$ cat src/rtl/adder_loader_pkg.sv
// ----------------------------------------------------------------------------
// adder_loader_pkg
//   Shared definitions for the adder operand loader: FSM state encodings
//   (also driven out on the State LEDs) and the default operand width.
// ----------------------------------------------------------------------------
package adder_loader_pkg;

    localparam int DEFAULT_WIDTH = 4;

    typedef enum logic [1:0] {
        IDLE  = 2'b00,
        GOT_A = 2'b01,
        CALC  = 2'b10,
        DONE  = 2'b11
    } state_t;

endpackage

$ cat src/rtl/adder_operand_loader_load_debouncer.sv
// ----------------------------------------------------------------------------
// load_debouncer
//   Filters a synchronized push-button level. The output level follows the
//   input only after the input has differed from the current output for
//   DEB_CYCLES consecutive cycles; any return to the current level restarts
//   the count. Only built when LOAD_DEBOUNCE_EN is defined.
// Ports:
//   clk      in   system clock, rising edge
//   rst      in   synchronous reset, active-high (level resets to 0)
//   din_i    in   synchronized raw level
//   level_o  out  debounced level
// ----------------------------------------------------------------------------
`ifdef LOAD_DEBOUNCE_EN
module load_debouncer #(
    parameter logic [15:0] DEB_CYCLES = 16'd1000
) (
    input  logic clk,
    input  logic rst,
    input  logic din_i,
    output logic level_o
);

    logic [15:0] cnt_q, cnt_d;
    logic        level_q, level_d;

    always_comb begin
        cnt_d   = cnt_q;
        level_d = level_q;
        if (din_i == level_q) begin
            cnt_d = 16'd0;                      // bounce back: restart
        end else if (cnt_q == DEB_CYCLES - 16'd1) begin
            level_d = din_i;                    // held long enough
            cnt_d   = 16'd0;
        end else begin
            cnt_d = cnt_q + 16'd1;
        end
    end

    always_ff @(posedge clk) begin
        if (rst) begin
            cnt_q   <= 16'd0;
            level_q <= 1'b0;
        end else begin
            cnt_q   <= cnt_d;
            level_q <= level_d;
        end
    end

    assign level_o = level_q;

endmodule
`endif

$ cat src/rtl/adder_operand_loader.sv
// ----------------------------------------------------------------------------
// adder_operand_loader
//   Builds operands A and B for an external combinational adder from a single
//   switch bus, one Load press at a time, then latches the adder's
//   {Cout,Sum} into a stable Result register.
//   Optional feature: define LOAD_DEBOUNCE_EN to insert load_debouncer between
//   the synchronizer and the edge detector.
// Ports:
//   clk, rst          clock / synchronous active-high reset
//   Din[WIDTH]        operand value from switches
//   Load              raw push-button (asynchronous)
//   Clr               synchronous clear, same effect as rst except synchronizer
//   Cin_sw            carry-in switch
//   A, B, Cin         registered operands to the adder
//   Sum_in, Cout_in   adder outputs
//   Result[WIDTH+1]   latched {Cout_in,Sum_in}
//   Result_valid      Result matches current A,B,Cin
//   State[2]          FSM state for LEDs
// ----------------------------------------------------------------------------
module adder_operand_loader
    import adder_loader_pkg::*;
#(
    parameter int          WIDTH      = DEFAULT_WIDTH,
    parameter logic [15:0] DEB_CYCLES = 16'd1000
) (
    input  logic             clk,
    input  logic             rst,
    input  logic [WIDTH-1:0] Din,
    input  logic             Load,
    input  logic             Clr,
    input  logic             Cin_sw,
    output logic [WIDTH-1:0] A,
    output logic [WIDTH-1:0] B,
    output logic             Cin,
    input  logic [WIDTH-1:0] Sum_in,
    input  logic             Cout_in,
    output logic [WIDTH:0]   Result,
    output logic             Result_valid,
    output logic [1:0]       State
);

    // ---------------- Load synchronizer + edge detector ----------------
    logic sync1_q, sync2_q, prev_q;
    logic load_lvl, load_pulse;

    always_ff @(posedge clk) begin
        if (rst) begin
            sync1_q <= 1'b0;
            sync2_q <= 1'b0;
            prev_q  <= 1'b0;
        end else begin
            sync1_q <= Load;
            sync2_q <= sync1_q;
            prev_q  <= load_lvl;
        end
    end

`ifdef LOAD_DEBOUNCE_EN
    load_debouncer #(.DEB_CYCLES(DEB_CYCLES)) u_deb (
        .clk     (clk),
        .rst     (rst),
        .din_i   (sync2_q),
        .level_o (load_lvl)
    );
`else
    logic unused_deb;
    assign unused_deb = ^DEB_CYCLES;
    assign load_lvl   = sync2_q;
`endif

    // One cycle wide per press, however long Load is held.
    assign load_pulse = load_lvl & ~prev_q;

    // ---------------- Operand / result FSM ----------------
    state_t           state_q, state_d;
    logic [WIDTH-1:0] a_q, a_d, b_q, b_d;
    logic             cin_q, cin_d;
    logic [WIDTH:0]   res_q, res_d;
    logic             rv_q, rv_d;

    always_comb begin
        state_d = state_q;
        a_d     = a_q;
        b_d     = b_q;
        cin_d   = cin_q;
        res_d   = res_q;
        rv_d    = rv_q;
        case (state_q)
            IDLE: begin
                if (load_pulse) begin
                    a_d     = Din;
                    state_d = GOT_A;
                end
            end
            GOT_A: begin
                if (load_pulse) begin
                    b_d     = Din;
                    cin_d   = Cin_sw;
                    state_d = CALC;
                end
            end
            CALC: begin
                // A/B/Cin have been stable for one cycle; adder has settled.
                res_d   = {Cout_in, Sum_in};
                rv_d    = 1'b1;
                state_d = DONE;
            end
            DONE: begin
                // Next press starts a new operation; old Result stays visible.
                if (load_pulse) begin
                    a_d     = Din;
                    rv_d    = 1'b0;
                    state_d = GOT_A;
                end
            end
            default: state_d = IDLE;
        endcase
    end

    // Clr drops any coincident load since it wins over the FSM update.
    always_ff @(posedge clk) begin
        if (rst || Clr) begin
            state_q <= IDLE;
            a_q     <= '0;
            b_q     <= '0;
            cin_q   <= 1'b0;
            res_q   <= '0;
            rv_q    <= 1'b0;
        end else begin
            state_q <= state_d;
            a_q     <= a_d;
            b_q     <= b_d;
            cin_q   <= cin_d;
            res_q   <= res_d;
            rv_q    <= rv_d;
        end
    end

    assign A            = a_q;
    assign B            = b_q;
    assign Cin          = cin_q;
    assign Result       = res_q;
    assign Result_valid = rv_q;
    assign State        = state_q;

endmodule

$ cat config.mk
export PLATFORM = sky130hd
export DESIGN_NAME = adder_operand_loader
export DESIGN_NICKNAME = d
export VERILOG_FILES = /design/src/rtl/adder_loader_pkg.sv /design/src/rtl/adder_operand_loader_load_debouncer.sv /design/src/rtl/adder_operand_loader.sv
export SDC_FILE = /design/constraint.sdc
export NUM_CORES = 1
export LEC_CHECK = 0
export CORE_MARGIN = 2
export CORE_UTILIZATION = 25
export DETAILED_ROUTE_END_ITERATION = 8
export PLACE_DENSITY = 0.61
export REMOVE_ABC_BUFFERS = 1
export SETUP_SLACK_MARGIN = 0.3
export SLEW_MARGIN = 20
export SYNTH_ARGS = -nofsm -noshare
export SYNTH_HDL_FRONTEND = slang
export SYNTH_SLANG_ARGS = --single-unit
$ cat constraint.sdc
create_clock -name clk -period 1.85 [get_ports clk]
set_clock_uncertainty 0.2 [all_clocks]
set_input_delay 0.37 -clock clk [delete_from_list [all_inputs] [get_ports clk]]
set_output_delay 0.37 -clock clk [all_outputs]
set_load 0.02 [all_outputs]
# == Yosys cells after proc, flatten, opt, wreduce, memory -nomap -nowiden ==
# Cells that the tools add are included.
# word_totals
register_bits,20
word_cells,30
# op_classes
eq_ne,6
muxes,5
bitwise_logic,2
n_reduce_logical,8
# op_table
operator,n
2-bit AND reduction,4
2-bit case mux with 3 select lines,1
2-bit == test (second input constant),2
2-bit two-way mux,2
2-bit inequality test (second input constant),2
2-bit by 1-bit == test with 1-bit output (second input constant),1
2-bit zero test,1
2-bit by 1-bit inequality test with 1-bit output (second input constant),1
1-bit case mux with 2 select lines,1
2-bit nonzero test,1
2-bit OR reduction,1
1-bit AND,1
1-bit logical OR,1
1-bit two-way mux,1
1-bit inverter,1

# == Depth between registers and ports, before layout ==
# Gate-level depths: netlist of run 1.
# depth
ltp_word,4
depth_mapped,5
depth_no_buf,5

# == Least setup slack after synthesis of run 1 ==
# No wires, ideal clock.
# synth_timing
path_kind,register -> register
from,register state_q[0] (netlist: State[0])
to,register a_q[0] (netlist: A[0])
setup_ps,115
arrival_ps,1337
t_required_ps,1535
slack_ps,199
path_stages_with_launch,6
cell_sequence,dfxtp_1 inv_1 ha_1 nand3b_1 mux2i_1 nor2_1
# synth_via
elab_chain_len,3
word_cells_on_any_way,4
# synth_rtl
item,line,text
from (decl),adder_operand_loader.sv:75,"state_t state_q, state_d;"
from (signal assigned),adder_operand_loader.sv:130,state_q <= state_d;
2-bit == test or 2-bit zero test (tied branches),adder_operand_loader.sv:88,case (state_q)
2-bit OR reduction (no line) (*),--,
2-bit AND reduction (no line) (*),--,
to (signal assigned),adder_operand_loader.sv:124,a_q <= '0;
to (signal assigned),adder_operand_loader.sv:131,a_q <= a_d;
to (decl),adder_operand_loader.sv:76,"logic [WIDTH-1:0] a_q, a_d, b_q, b_d;"
# Every way passes the cells marked *; elsewhere a longest branch is shown, timed or not.
# A chain may end at the register's enable or synchronous reset.

# == Final worst setup path of run 1 ==
# layout_timing
from,register state_q[0] (netlist: State[0])
to,output State[0]
# layout_lines
item,line,text
to (decl),adder_operand_loader.sv:39,output logic [1:0] State
# No word-level cell between the ends.

==> results of run 1 <==
==> state kept, by name, summed over array words and instances, names as in the netlist <==
signal	cells
sync1_q	1
B	4
prev_q	1
Result	5
State	2
Result_valid	1
Cin	1
A	4
load_lvl	1
==> power groups by stage <==
| stage | Combinational, mW | Sequential (mW) | Clock, mW |
|---|---|---|---|
| floorplan | 0.0291 | 0.456 | 0 |
| global placement | 0.0759 | 0.452 | 0 |
| detailed placement | 0.0771 | 0.452 | 0 |
| CTS | 0.0776 | 0.442 | 0.205 |
| global route | 0.0906 | 0.445 | 0.216 |
| finish | 0.0831 | 0.443 | 0.193 |
==> repair_timing <==
action | in CTS | in global routing
setup endpoints to repair | 21 | 31
setup buffers | 1 | 2
gates resized for setup | 31 | 22
pin swaps | 0 | 0
cloned | 0 | 0
==> routing by layer <==
metal	share of wire (%)	wire length, microns
met5	0	0
met4	0	0
met3	6.4	98
met2	48	742
met1	45	700
==> path summary, 6_finish.rpt <==
check	to	slack [ns]	cells after the start
max reg2reg	A[2]$_SDFFE_PP0P_	0.37	5
min reg2reg	load_lvl$_SDFF_PP0_	0.27	1
max	State[0]	0.28	2
min	load_lvl$_SDFF_PP0_	0.27	1
==> cells in the mapped netlist <==
cell	instances
or2_1	1
and2b_2	3
nor2_1	14
inv_1	2
dfxtp_1	20
buf_1	1
nand3b_2	1
mux2i_1	14
nand2b_1	1
buf_8	1
nand3b_1	1
buf_6	1
a21o_1	2
nand2_1	3
o21bai_1	1
ha_1	4
a21oi_1	3
==> per-stage QoR <==
step,utilization [%],area (sq um)
final,37.27,1129
after global routing,37.27,1129
after CTS,37.60,1139
after detailed placement,36.74,1112
after global placement,36.74,1112
after floorplan,-,757.0
==> final cells by class <==
class	count	area, sq um	area share (%)
clock buffers	3	22.52	1.996
inverters	2	7.507	0.6652
multi-input cells	48	370.4	32.82
flip-flops and latches	20	402.9	35.70
well taps	44	55.05	4.878
repair buffers	33	270.3	23.95
==> kinds of logic after synthesis <==
group / count (synthesis) / synth area share, %
multiplexers: 14 / 17.81
flip-flops: 20 / 50.87
adder cells (fa/ha/maj): 4 / 6.360
AO/OA/AOI/OAI: 6 / 4.769
buffers and inverters: 5 / 4.769
AND/OR/NAND/NOR: 24 / 15.42
==> summary.txt, run 1 <==
CTS
  – CTS Buffer Depth: 2
  – Cts bufs inserted: 3
  – TritonCTS clock tree: yes
  – Clock-pin transition on the worst setup and hold timing paths: 0.10 ns
  – Root Driver: clkbuf_4
  – Clk sinks: 20
  – Hold buffer count at CTS: 0
  – H-tree depth: 1
  – Skew-Pair Late Insertion Delay: 0.29 ns

Placement
  – Placer congestion estimate: 0.5734
  – IO buf count: 30
  – Worst slack, placed: 0.02054 ns
  – Placed cells: 144

STA
  – Final setup TNS: 0 ns
  – Final hold viol count: 0
  – Worst hold slack: 0.2677 ns
  – Min Clock Period, post-route: 1.568 ns
  – Max_slew headroom: 78.43%
  – Least-Margin Pin Slew: 0.3235 ns
  – Endpoints failing setup: 0
  – Final Max Tran Viols: 0
  – Fmax: 637.8 MHz
  – RSZ-0062 raised after global routing: true
  – Period utilization: 84.75%
  – Final setup margin: 0.2822 ns

Pwr
  – Sw frac: 21.72%
  – Worst VDD drop: 300.0 uV
  – Logic pwr share: 11.6%
  – PwrDens: 637.7 nW/um^2
  – Leakage power: 0.5258 nW
  – Tot Pwr: 719.7 uW
  – Clock Power Share: 26.9%
  – Sw Pwr: 156.3 uW
  – Seq pwr share: 61.6%
  – Pint: 563.4 uW

Route
  – ANT nets after route: 0
  – DR vias/cell: 3.933
  – Vias post-DR: 590
  – Pre-antenna DRT Iters: 4
  – Routed WL per cell: 10.28 microns
  – Post-Route WL: 1.542 mm
  – DR iter-0 viols: 3
  – Post-route DRC: 0

Floorplan
  – Initial Util: 25.99%
  – Chip Width: 60.11 microns
  – # IOs: 31
  – Number of core rows: 20
  – Core box area: 3028 sq um
  – Die Y: 60.11 microns
  – Die area: 3613 sq um

GRT
  – GRT Max-Usage Layer: met2
  – Met3 GRT Util: 2.381%
  – Largest net degree at the start of global routing: 18
  – Number of global-route vias before repair: 549
  – Met2 Usage GRT: 14.60%
  – Initial antenna violation count: 0
  – First-pass GRT wire length: 2.401 mm
  – GRT Util Overall: 8.775%
  – GR Util met1: 10.91%
  – Grt ovf: 0

Cells and area
  – Number of fill cells: 323
  – Final net count: 126
  – Number of diodes: 0
  – Post-route insts no fill: 150
  – Most common cell after layout, fill and taps aside: dfxtp_1
  – Share of layout cells above drive strength 1: 26.42%
  – Most frequent cells in the layout: 18 x dfxtp_1, 14 x mux2i_1, 14 x nor2_1
  – P&R area growth vs syn: 43.40%

Critical path
  – Largest fanout on the critical path: 3
  – Critical path startpoint category: flip-flop
  – Crit path required time: 1.28 ns
  – Critical Path AT: 1.00 ns
  – Worst Setup SP: State[0]$_SDFFE_PP0P_
  – Cell family with the largest share of critical-path delay: buffers and inverters
  – R2R Path Start: State[0]$_SDFFE_PP0P_
  – Cell breakdown of the critical path: buf_4 -> clkdlybuf4s15_2
  – Slowest-stage cell, CP: dfxtp_2
  – Crit. End Element: output port
  – Biggest cell delay along the critical path: 0.35 ns
  – Worst setup path class: reg2out
  – CP Buf/Inv Count: 2

Yosys
  – Post-synthesis register bit count: 20
  – Yosys top cell area share: 50.87%
  – Leading area contributor after synthesis: dfxtp_1
  – Synth unique cells: 17
  – Mapped Area: 787.0 sq um
  – Synth warn: 0
  – Post-Syn Instances: 73
  – Area contributors post-synth: dfxtp_1 51%, mux2i_1 18%, nor2_1 6.7%
  – Post-synthesis sequential area ratio: 50.87%
  – Avg Inst Size Synth: 10.78 sq um

Worst hold path
  – Hold Path Class: reg2reg
  – HP Start: sync1_q$_SDFF_PP0_

Outcome
  – Status: completed

Run
  – Max-capacitance violation count: 0
Note: power is estimated with default switching activity, not from simulation.
==> run 2, diff against run 1 <==
--- a/config.mk
+++ b/config.mk
@@ -8,7 +8,7 @@
 export CORE_MARGIN = 2
 export CORE_UTILIZATION = 25
 export DETAILED_ROUTE_END_ITERATION = 8
-export PLACE_DENSITY = 0.61
+export PLACE_DENSITY = 0.63
 export REMOVE_ABC_BUFFERS = 1
 export SETUP_SLACK_MARGIN = 0.3
 export SLEW_MARGIN = 20
==> constraint.sdc (replaced) <==
create_clock -name clk -period 1.4 [get_ports clk]
set_clock_uncertainty 0.2 [all_clocks]
set_input_delay 0.28 -clock clk [delete_from_list [all_inputs] [get_ports clk]]
set_output_delay 0.28 -clock clk [all_outputs]
set_load 0.02 [all_outputs]
==> summary.txt, run 2 (same netlist as run 1, synthesis figures left out) <==
Route
  – WL met3: 126 microns (was 98 microns)
  – Met1 wire length: 716 microns (was 700 microns)
  – DR WL met2: 816 microns (was 742 microns)
  – Post-route DRC: 0 (unchanged)
  – Vias post-DR: 650 (was 590)
  – DR iter-0 viols: 11 (was 3)
  – Pre-antenna DRT Iters: 3 (was 4)
  – ANT nets after route: 0 (unchanged)
  – Post-Route WL: 1.676 mm (was 1.542 mm)
  – Routed WL per cell: 10.28 microns (about the same)
  – DR vias/cell: 3.988 (was 3.933)
  – Top Metal Used: met4 (was met3)

Worst hold path
  – HP Start: sync1_q$_SDFF_PP0_ (unchanged)
  – Hold Path Class: reg2reg (unchanged)
  – Hold Path Stages: 1 (unchanged)
  – Hold worst-path end: load_lvl$_SDFF_PP0_ (unchanged)

Placement
  – Placer congestion estimate: 0.6504 (was 0.5734)
  – Post-DP HPWL: 1.191 mm
  – IO buf count: 30 (unchanged)
  – Placed inst area: 1172 sq um (was 1112 sq um)

CTS
  – H-tree depth: 1 (unchanged)
  – Skew-Pair Late Insertion Delay: 0.30 ns (was 0.29 ns)
  – Clock-pin transition on the worst setup and hold timing paths: 0.10 ns (about the same)
  – Hold buffer count at CTS: 0 (unchanged)
  – Clk sinks: 20 (unchanged)
  – TritonCTS clock tree: yes (unchanged)
  – CTS Buffer Depth: 2 (unchanged)
  – Cts bufs inserted: 3 (unchanged)
  – Root Driver: clkbuf_4 (unchanged)

Cells and area
  – Number of flip-flops in the largest register: 5 (unchanged)
  – Final net count: 138 (was 126)
  – Most common cell after layout, fill and taps aside: buf_6 (was dfxtp_1)
  – Number of diodes: 0 (unchanged)
  – P&R area growth vs syn: 78.54% (was 43.40%)
  – Design area: 1405 sq um (was 1129 sq um)
  – Number of fill cells: 284 (was 323)
  – Share of layout cells above drive strength 1: 52.94% (was 26.42%)
  – Most frequent cells in the layout: 22 x buf_6, 15 x dfxtp_2, 14 x mux2i_1, 14 x nor2_1, 13 x clkdlybuf4s50_1 (was 18 x dfxtp_1, 14 x mux2i_1, 14 x nor2_1)

Critical path
  – Critical path startpoint category: flip-flop (unchanged)
  – Crit-path most repeated cell: buf_6
  – R2R Setup Slk: -0.04 ns (was 0.37 ns)
  – R2R Path Start: State[0]$_SDFFE_PP0P_ (unchanged)
  – Worst setup path class: reg2out (unchanged)
  – Biggest cell delay along the critical path: 0.38 ns (was 0.35 ns)
  – R2R cell count: 5 (unchanged)
  – Largest fanout on the critical path: 4 (was 3)
  – Slowest-stage cell, CP: dfxtp_4 (was dfxtp_2)
  – Crit. End Element: output port (unchanged)
  – Reg-to-reg endpoint: A[1]$_SDFFE_PP0P_ (was A[2]$_SDFFE_PP0P_)
  – Cell family with the largest share of critical-path delay: flip-flops (was buffers and inverters)
  – CP Buf/Inv Count: 3 (was 2)
  – Cell breakdown of the critical path: buf_4 -> buf_6 -> buf_6 (was buf_4 -> clkdlybuf4s15_2)
  – Critical Path AT: 1.02 ns (was 1.00 ns)
  – Crit path required time: 0.92 ns (was 1.28 ns)

Floorplan
  – Die Y: 60.11 microns (unchanged)
  – Core box area: 3028 sq um (unchanged)
  – Chip Width: 60.11 microns (unchanged)
  – Die area: 3613 sq um (unchanged)
  – Initial Util: 25.99% (unchanged)
  – Number of core rows: 20 (unchanged)
  – # IOs: 31 (unchanged)

STA
  – Fmax: 666.9 MHz
  – Least-Margin Pin Slew: 0.2627 ns (was 0.3235 ns)
  – Final setup margin: -0.09953 ns (was 0.2822 ns)
  – Final Max Tran Viols: 0 (unchanged)
  – RSZ-0062 raised after global routing: true (unchanged)
  – Period utilization: 107.1%
  – Min Clock Period, post-route: 1.500 ns
  – Worst hold slack: 0.2608 ns (was 0.2677 ns)
  – Max_slew headroom: 82.44% (was 78.43%)
  – Endpoints failing setup: 11 (was 0)
  – Final hold viol count: 0 (unchanged)

Outcome
  – Failing checks: negative setup slack
  – Status: complete, but fails checks (was completed)

GRT
  – Largest net degree at the start of global routing: 13 (was 18)
  – Number of global-route vias before repair: 627 (was 549)
  – Grt ovf: 0 (unchanged)
  – Initial antenna violation count: 0 (unchanged)
  – First-pass GRT wire length: 2.704 mm (was 2.401 mm)
  – GRT Util Overall: 9.911% (was 8.775%)

Pwr
  – Worst VDD drop: 431.2 uV (was 300.0 uV)
  – Tot Pwr: 1.191 mW (was 719.7 uW)
  – Leakage power: 0.6400 nW (was 0.5258 nW)
  – PwrDens: 847.5 nW/um^2 (was 637.7 nW/um^2)

Run
  – Max-capacitance violation count: 0 (unchanged)
==> run 2: cell count changes in the layout (fill, tap and decap cells not counted), moves of 2 or more <==
cell             before  now
buf_6                 0   22
dfxtp_1              18    3
dfxtp_2               2   15
clkbuf_2             11    0
buf_4                 3   10
clkdlybuf4s15_1       4    0
ha_1                  3    0
ha_4                  1    4
clkdlybuf4s15_2       2    0
dfxtp_4               0    2
==> run 2: how the worst max path moves through the flow <==
stage	slack (ns)	depth (start not counted)	start	end
6_report	-0.1	3	State[0]$_SDFFE_PP0P_	State[0]
3_3_place_gp	-0.14	1	State[1]$_SDFFE_PP0P_	State[1]
5_1_grt	-0.16	5	State[0]$_SDFFE_PP0P_	A[1]$_SDFFE_PP0P_
3_5_place_dp	-0.15	5	State[0]$_SDFFE_PP0P_	A[0]$_SDFFE_PP0P_
4_1_cts	-0.03	5	State[0]$_SDFFE_PP0P_	A[0]$_SDFFE_PP0P_
2_1_floorplan	-0.27	5	State[0]$_SDFFE_PP0P_	A[0]$_SDFFE_PP0P_
==> run 2: stage by stage <==
stage | setup TNS (ns) | setup WS [ns] | utilization [%] | std cells
finish | -0.3480 | -0.09953 | 46.41 | 163
global route | -1.135 | -0.1557 | 46.41 | 163
CTS | -0.1345 | -0.03201 | 45.21 | 161
detailed placement | -1.735 | -0.1538 | 38.72 | 152
global placement | -1.292 | -0.1398 | 38.72 | 152
floorplan | -1.687 | -0.2690 | - | 70
==> run 2: worst register-to-register path, cell delays in order, from the launching register on <==
cell	delay, ns
dfxtp_4	0.39
inv_4	0.04
ha_4	0.25
nand3b_1	0.20
mux2i_1	0.21
nor2_1	0.06
==> run 2: what timing repair did <==
action                                  CTS  global route
buffers inserted                          5             2
pin swaps                                 4             6
cloned                                    0             0
endpoints found under the setup margin   34            34
resized for setup                       130             7
==> run 2: cell type report <==
cell class / instances / area [sq um] / area share, %
Sequential cell: 20 / 426.7 / 30.37
Inverter: 2 / 10.01 / 0.7124
Clock buffer: 3 / 22.52 / 1.603
Clock inverter: 1 / 30.03 / 2.137
Timing Repair Buffer: 45 / 452.9 / 32.24
Multi-Input combinational cell: 48 / 407.9 / 29.03
Tap cell: 44 / 55.05 / 3.918
==> run 2: power by group <==
| part | internal (mW) | total [mW] | switching [mW] | leakage [nW] |
|---|---|---|---|---|
| clock | 0.289 | 0.464 | 0.174 | 0.0279 |
| sequential | 0.576 | 0.585 | 0.00905 | 0.171 |
| combinational | 0.0915 | 0.142 | 0.0510 | 0.441 |
==> run 2: routing by layer <==
metal / global-route usage (%) / up-vias
li1: - / 330
met1: 11.10 / 294
met2: 18.17 / 24
met3: 2.597 / 2
met4: 2.857 / 0
met5: 0 / -
